### src/rtl/red_pitaya_adc_idly_train.sv
`default_nettype none
// ============================================================================
// red_pitaya_adc_idly_train : sweeps every IDELAY tap against the checkerboard
// pattern and centres each lane in its widest passing window.
// Optional macro ADC_IDLY_MANUAL_EN forwards man_*_i to the delay lines in IDLE/DONE.
// Revision: 1.0
// ============================================================================
module red_pitaya_adc_idly_train #(
    parameter int LANES  = 7,
    parameter int CNT_W  = 5,
    parameter int SETTLE = 16,
    parameter int WIN    = 64
) (
    input  logic                   clk_i,
    input  logic                   rstn_i,
    input  logic                   start_i,
    input  logic [LANES-1:0]       adc_dat_i,
    input  logic [LANES-1:0]       man_rst_i,
    input  logic [LANES-1:0]       man_ce_i,
    input  logic [LANES-1:0]       man_inc_i,
    output logic [LANES-1:0]       idly_rst_o,
    output logic [LANES-1:0]       idly_ce_o,
    output logic [LANES-1:0]       idly_inc_o,
    output logic                   busy_o,
    output logic                   done_o,
    output logic [LANES-1:0]       fail_o,
    output logic [LANES*CNT_W-1:0] tap_o
);

    localparam int                 c_cnt_w       = $clog2(((SETTLE > WIN) ? SETTLE : WIN) + 1);
    localparam logic [c_cnt_w-1:0] c_settle_last = c_cnt_w'(SETTLE - 1);
    localparam logic [c_cnt_w-1:0] c_win_last    = c_cnt_w'(WIN - 1);
    localparam logic [CNT_W-1:0]   c_tap_max     = {CNT_W{1'b1}};

    typedef enum logic [3:0] {
        S_IDLE   = 4'd0,
        S_RST    = 4'd1,
        S_SETTLE = 4'd2,
        S_CHECK  = 4'd3,
        S_STEP   = 4'd4,
        S_EVAL   = 4'd5,
        S_CRST   = 4'd6,
        S_CINC   = 4'd7,
        S_DONE   = 4'd8
    } state_t;

    state_t               r_state;
    state_t               w_state_nxt;
    logic [c_cnt_w-1:0]   r_cnt;
    logic [CNT_W-1:0]     r_tap;
    logic [CNT_W-1:0]     r_ccnt;
    logic [CNT_W-1:0]     w_max_tgt;
    logic [LANES-1:0]     r_prev;
    logic [LANES-1:0]     r_err;
    logic [LANES-1:0]     w_same;
    logic [LANES-1:0]     w_pass;
    logic [LANES-1:0]     w_cinc_mask;
    logic [LANES-1:0]     w_fail;
    logic [LANES*CNT_W-1:0] w_tgt;
    logic [LANES-1:0]     w_idly_rst;
    logic [LANES-1:0]     w_idly_ce;
    logic [LANES-1:0]     w_idly_inc;
    logic [LANES-1:0]     r_idly_rst;
    logic [LANES-1:0]     r_idly_ce;
    logic [LANES-1:0]     r_idly_inc;
    logic                 r_busy;
    logic                 r_done;
    logic                 w_start_ok;
    logic                 w_cnt_clr;
    logic                 w_last_check;

    assign w_start_ok = start_i && ((r_state == S_IDLE) || (r_state == S_DONE));
    // A lane errs whenever it fails to toggle between consecutive samples.
    assign w_same     = ~(adc_dat_i ^ r_prev);
    assign w_pass     = ~(r_err | w_same);

`ifndef ADC_IDLY_MANUAL_EN
    logic w_unused_man;
    assign w_unused_man = ^{man_rst_i, man_ce_i, man_inc_i};
`endif

    always_ff @(posedge clk_i or negedge rstn_i) begin
        if (!rstn_i) begin
            r_state <= S_IDLE;
        end else begin
            r_state <= w_state_nxt;
        end
    end

    always_comb begin
        w_state_nxt  = r_state;
        w_cnt_clr    = 1'b0;
        w_last_check = 1'b0;
        w_idly_rst   = '0;
        w_idly_ce    = '0;
        w_idly_inc   = '0;
        case (r_state)
            S_IDLE, S_DONE: begin
                if (start_i) begin
                    w_state_nxt = S_RST;
                end else begin
`ifdef ADC_IDLY_MANUAL_EN
                    w_idly_rst = man_rst_i;
                    w_idly_ce  = man_ce_i;
                    w_idly_inc = man_inc_i;
`endif
                end
            end
            S_RST: begin
                w_idly_rst  = '1;
                w_cnt_clr   = 1'b1;
                w_state_nxt = S_SETTLE;
            end
            S_SETTLE: begin
                if (r_cnt == c_settle_last) begin
                    w_cnt_clr   = 1'b1;
                    w_state_nxt = S_CHECK;
                end
            end
            S_CHECK: begin
                if (r_cnt == c_win_last) begin
                    w_cnt_clr    = 1'b1;
                    w_last_check = 1'b1;
                    w_state_nxt  = (r_tap == c_tap_max) ? S_EVAL : S_STEP;
                end
            end
            S_STEP: begin
                w_idly_ce   = '1;
                w_idly_inc  = '1;
                w_state_nxt = S_SETTLE;
            end
            S_EVAL: begin
                w_state_nxt = S_CRST;
            end
            S_CRST: begin
                w_idly_rst  = '1;
                w_state_nxt = S_CINC;
            end
            S_CINC: begin
                w_idly_ce  = w_cinc_mask;
                w_idly_inc = w_cinc_mask;
                if (r_ccnt == w_max_tgt) begin
                    w_state_nxt = S_DONE;
                end
            end
            default: begin
                w_state_nxt = S_IDLE;
            end
        endcase
    end

    always_ff @(posedge clk_i or negedge rstn_i) begin
        if (!rstn_i) begin
            r_cnt  <= '0;
            r_tap  <= '0;
            r_ccnt <= '0;
            r_prev <= '0;
            r_err  <= '0;
        end else begin
            r_prev <= adc_dat_i;
            if (w_cnt_clr || !((r_state == S_SETTLE) || (r_state == S_CHECK))) begin
                r_cnt <= '0;
            end else begin
                r_cnt <= r_cnt + c_cnt_w'(1);
            end
            if (r_state == S_RST) begin
                r_tap <= '0;
            end else if (r_state == S_STEP) begin
                r_tap <= r_tap + CNT_W'(1);
            end
            if (r_state == S_CRST) begin
                r_ccnt <= '0;
            end else if (r_state == S_CINC) begin
                r_ccnt <= r_ccnt + CNT_W'(1);
            end
            if (r_state == S_CHECK) begin
                r_err <= r_err | w_same;
            end else begin
                r_err <= '0;
            end
        end
    end

    always_ff @(posedge clk_i or negedge rstn_i) begin
        if (!rstn_i) begin
            r_idly_rst <= '0;
            r_idly_ce  <= '0;
            r_idly_inc <= '0;
            r_busy     <= 1'b0;
            r_done     <= 1'b0;
        end else begin
            r_idly_rst <= w_idly_rst;
            r_idly_ce  <= w_idly_ce;
            r_idly_inc <= w_idly_inc;
            r_busy     <= (w_state_nxt != S_IDLE) && (w_state_nxt != S_DONE);
            r_done     <= (w_state_nxt == S_DONE);
        end
    end

    generate
        for (genvar l = 0; l < LANES; l++) begin : g_lane
            logic [CNT_W:0]   r_cur_len;
            logic [CNT_W:0]   r_best_len;
            logic [CNT_W:0]   w_cur_len_nxt;
            logic [CNT_W-1:0] r_cur_start;
            logic [CNT_W-1:0] r_best_start;
            logic [CNT_W-1:0] w_run_start;
            logic [CNT_W-1:0] w_half;
            logic [CNT_W-1:0] r_target;
            logic             r_fail;

            assign w_cur_len_nxt = r_cur_len + (CNT_W+1)'(1);
            assign w_run_start   = (r_cur_len == '0) ? r_tap : r_cur_start;
            assign w_half        = CNT_W'((r_best_len - (CNT_W+1)'(1)) >> 1);

            // Strict compare keeps the earliest run on ties.
            always_ff @(posedge clk_i or negedge rstn_i) begin
                if (!rstn_i) begin
                    r_cur_len    <= '0;
                    r_best_len   <= '0;
                    r_cur_start  <= '0;
                    r_best_start <= '0;
                end else if (r_state == S_RST) begin
                    r_cur_len    <= '0;
                    r_best_len   <= '0;
                    r_cur_start  <= '0;
                    r_best_start <= '0;
                end else if (w_last_check) begin
                    if (w_pass[l]) begin
                        r_cur_start <= w_run_start;
                        r_cur_len   <= w_cur_len_nxt;
                        if (w_cur_len_nxt > r_best_len) begin
                            r_best_len   <= w_cur_len_nxt;
                            r_best_start <= w_run_start;
                        end
                    end else begin
                        r_cur_len <= '0;
                    end
                end
            end

            always_ff @(posedge clk_i or negedge rstn_i) begin
                if (!rstn_i) begin
                    r_fail   <= 1'b0;
                    r_target <= '0;
                end else if (w_start_ok) begin
                    r_fail <= 1'b0;
                end else if (r_state == S_EVAL) begin
                    if (r_best_len == '0) begin
                        r_fail   <= 1'b1;
                        r_target <= '0;
                    end else begin
                        r_fail   <= 1'b0;
                        r_target <= r_best_start + w_half;
                    end
                end
            end

            assign w_tgt[l*CNT_W +: CNT_W] = r_target;
            assign w_fail[l]               = r_fail;
            assign w_cinc_mask[l]          = (r_target > r_ccnt);
        end
    endgenerate

    always_comb begin
        w_max_tgt = '0;
        for (int l = 0; l < LANES; l++) begin
            if (w_tgt[l*CNT_W +: CNT_W] > w_max_tgt) begin
                w_max_tgt = w_tgt[l*CNT_W +: CNT_W];
            end
        end
    end

    assign idly_rst_o = r_idly_rst;
    assign idly_ce_o  = r_idly_ce;
    assign idly_inc_o = r_idly_inc;
    assign busy_o     = r_busy;
    assign done_o     = r_done;
    assign fail_o     = w_fail;
    assign tap_o      = w_tgt;

endmodule
`default_nettype wire

### config.mk
export PLATFORM = sky130hd
export DESIGN_NAME = red_pitaya_adc_idly_train
export DESIGN_NICKNAME = d
export VERILOG_FILES = /design/src/rtl/red_pitaya_adc_idly_train.sv
export SDC_FILE = /design/constraint.sdc
export NUM_CORES = 1
export LEC_CHECK = 0
export CAP_MARGIN = 20
export CORE_ASPECT_RATIO = 0.8
export CORE_MARGIN = 2
export CORE_UTILIZATION = 40
export CTS_CLUSTER_DIAMETER = 120
export DETAILED_ROUTE_END_ITERATION = 16
export RECOVER_POWER = 50
export SETUP_SLACK_MARGIN = 0.15
export SLEW_MARGIN = 20
export SYNTH_ARGS = -nofsm -noshare
export SYNTH_HDL_FRONTEND = slang
export SYNTH_SLANG_ARGS = --single-unit
### constraint.sdc
create_clock -name clk_i -period 22 [get_ports clk_i]
set_input_delay 3.3 -clock clk_i [delete_from_list [all_inputs] [get_ports clk_i]]
set_output_delay 3.3 -clock clk_i [all_outputs]
set_load 0.02 [all_outputs]
==> reports/results.txt <==
worst r2r src - g_lane[0].r_target[4]
Die X - 224.8 um
Critical Path AT - 10740 ps
Resized cells post-CTS - 0
die height - 180.6 um
Sequential Power Share - 48.3%
Reg area - 6031 um^2
GRT met1 Usage - 28.75%
HPWL Detailed - 27270 um
crit path from - g_lane[0].r_target[4]
number of synthesized flops with an enable pin - 0
final hold violation count - 0
CP dominant cell by count - ha_1
syn avg cell area - 9.659 um^2
Clock Path Buffers - 3
TNS Setup - 0 ps
FP Rows - 64
Sw Pwr - 0.2048 mW
WL final - 38090 um
combinational power share - 1.3%
crit end category - flop
MaxCap Viol Count - 3
post-synthesis xor/xnor area fraction - 5.783%
synthesized cell area - 15600 um^2
Post CTS Setup Buffer Count - 0
Skew-Pair Late Insertion Delay - 570 ps
# placed instances - 2124
Slew @ Worst Pin - 6750 ps
Internal - 0.7150 mW
compound-cell area share of the yosys netlist - 15.33%
largest family of logic cells by synthesized area - compound AO/OA/AOI/OAI gates
GR peak layer - met1
Setup CP Type - reg2reg
library cells used by synthesis - 65
Startpoint Class - flop
class of the worst hold path - reg2reg
Seq cells post-synth - 241
Worst Path Required - 22410 ps
full die area - 40610 um^2
H-Tree Depth - 1
Final ANT Viol Nets - 0
drt pass-1 iters - 5
leak pwr - 8.202 nW
vias in the first global route - 11550
Core Region - 38360 um^2
status - finished, violations left
Synthesized Nets - 1820
final worst slack - 11670 ps
failing checks - max-capacitance violations, max-slew violations
Fill cells - 3627
DR WL/cell - 17.52 um
Syn. warnings - 0
Mapped Cells - 1615
Multi-input gate area - 8696 um^2
met3 usage - 2.902%
Clock Power Share - 50.3%
CTS Root Cell - clkbuf_16
Final #Nets - 1865
mux cell area share after synthesis - 5.566%
share of flip-flops with an asynchronous set or reset - 100.0%
routing usage on met2 - 28.59%
Max Slew Vio Count - 202
largest net degree at the start of global routing - 118
hold_sp - r_cnt[0]
ant diodes - 0
via count - 11740
R2R depth - 45
Via-to-Cell Ratio - 5.399
Post-CTS Hold Fix Bufs - 0
setup violators final - 0
Max-slew headroom - -350.0%
fmax - 0.09678 GHz
adder-cell share of the synthesized area - 14.29%
# DRC - 0
Critical Path Fanout Max - 12
post-synthesis simple-gate area fraction - 15.02%
fin crit share - 46.97%
clk sinks - 241
I/O pin count - 96
Final Total Pwr - 0.9198 mW
initial core utilization - 40.67%
Area Growth Syn to Fin - 12.41%
first-pass GRT wire length - 62610 um
clk_skew - 10.25 ps
DR iter-0 viols - 970
worst vdd ir - 61.09 uV
Clock Pin Slew Worst Setup and Hold Paths - 60 ps
Port Buffers - 74
Total Routing Usage GR - 19.07%
Min-Delay Path Depth - 1
fraction of layout instances using a drive strength above 1 - 6.671%
Finished Layout Cells - 2174
number of CTS-inserted buffers - 29
post-synthesis sequential area ratio - 38.66%
initial antenna violation count - 0
grt ovf - 0
minimum clock period - 10330 ps
CTS tree - done
Worst path slowest cell - o31ai_1
RSZ-0062 raised after global routing - false
Sw Ratio - 22.26%
worst slack, placed - 11840 ps
Final GP Congestion - 0.8479
Top FF cell, synth - dfrtp_1
Power Dens Cells - 52.45 nW/um^2
CP peak stage delay - 590 ps
cells in the mapped netlist, types with 5 or more instances:
cell	instances	share of area, %
dfrtp_1	241	39
ha_1	167	13
nor2_1	146	3.5
inv_1	116	2.8
nand2_1	105	2.5
nand3_1	87	2.8
a21oi_1	86	2.8
xnor2_1	72	4.0
mux2i_1	71	4.6
o21ai_0	63	2.0
a22o_1	46	2.6
clkbuf_1	42	1.0
a211oi_1	32	1.5
xor2_1	31	1.7
o21a_1	28	1.3
nand2b_1	25	1.0
buf_4	21	1.0
nor2b_1	20	0.80
a21o_1	17	0.82
o31ai_1	15	0.72
and3_1	14	0.56
mux2_2	14	1.0
nor3_1	14	0.45
o22ai_1	12	0.48
a211oi_2	10	0.80
nor4_1	9	0.36
nand4_1	8	0.32
and4_1	7	0.39
fa_1	7	0.90
nor3_4	7	0.73
and2_1	5	0.20
buf_1	5	0.12
o211ai_1	5	0.24
o221a_2	5	0.36
cells by family after synthesis:
logic type                 Yosys count
buffers and inverters              192
and+or+nand+nor                    470
DFF                                241
AOI/OAI and AO/OA                  350
muxes                               85
xor gates and xnor gates           103
adders and majority gates          174
cells in the final DEF (no fill, tap or decap), types with 17 or more instances in the layout:
cell type,count
mux2i_1,71
a22o_1,46
nand2b_1,25
dfrtp_1,241
xor2_1,31
clkbuf_16,29
a21o_1,17
clkdlybuf4s50_1,65
o21a_1,28
nor2_1,145
ha_1,167
inv_1,116
a21oi_1,86
nor2b_1,20
a211oi_1,32
o21ai_0,63
nand3_1,87
xnor2_1,72
nand2_1,106
nor3_1,21
layout make-up:
type | count | area share (%)
clock buffer | 38 | 4.616
clock inverter | 12 | 0.5565
inverter | 116 | 2.483
multi-input combinational | 1182 | 49.59
sequential | 241 | 34.39
tap | 495 | 3.532
timing repair buffer | 90 | 4.831
per-layer routing:
metal | vias to the layer above | share of wire (%)
met3 | 56 | 4.6
met1 | 5658 | 51
met5 | - | 0
met4 | 0 | 2.2
met2 | 230 | 43
li1 | 5793 | -
worst max-delay path: cells and delay by family (launching register included):
family,cells,cell delay (ps)
AOI/OAI and AO/OA,26,5670
xor gates and xnor gates,1,180
adders and majority gates,6,1810
buffers and inverters,3,520
DFF,1,420
muxes,1,360
and+or+nand+nor,8,1200
sequential cells by signal, summed over array words and instances (netlist names), 7 cells and up:
register,cells
r_err,7
r_cnt,7
g_lane.r_target,35
g_lane.r_cur_len,42
g_lane.r_cur_start,35
g_lane.r_best_start,35
r_prev,7
g_lane.r_fail,7
g_lane.r_best_len,42
idly_inc_o,7
worst paths after layout:
path	endpoint	slack, ps
worst max-delay path	busy_o	11670
worst min-delay path	r_cnt[0]	460
worst max register to register	busy_o	11670
worst min register to register	r_cnt[0]	460
max in group asynchronous	g_lane[3].r_cur_len[5]	12520
min in group asynchronous	idly_inc_o[1]	5150
metrics by stage:
step	hold WS, ps	util [%]	cell area (um^2)
final	459.2	45.72	17540
after global routing	484.3	45.72	17540
after CTS	459.1	45.97	17630
after detailed placement	450.7	43.61	16730
after global placement	443.6	43.61	16730
after floorplan	425.1	-	15600
power groups by stage:
stage | Clock (mW) | Combinational (mW) | Sequential (mW)
after floorplan | 0 | 0.00205 | 0.452
after global placement | 0 | 0.0144 | 0.452
after detailed placement | 0 | 0.0146 | 0.452
after CTS | 0.475 | 0.0146 | 0.444
after global routing | 0.492 | 0.0147 | 0.444
final | 0.463 | 0.0124 | 0.444
(Power assumes the default switching activity.)
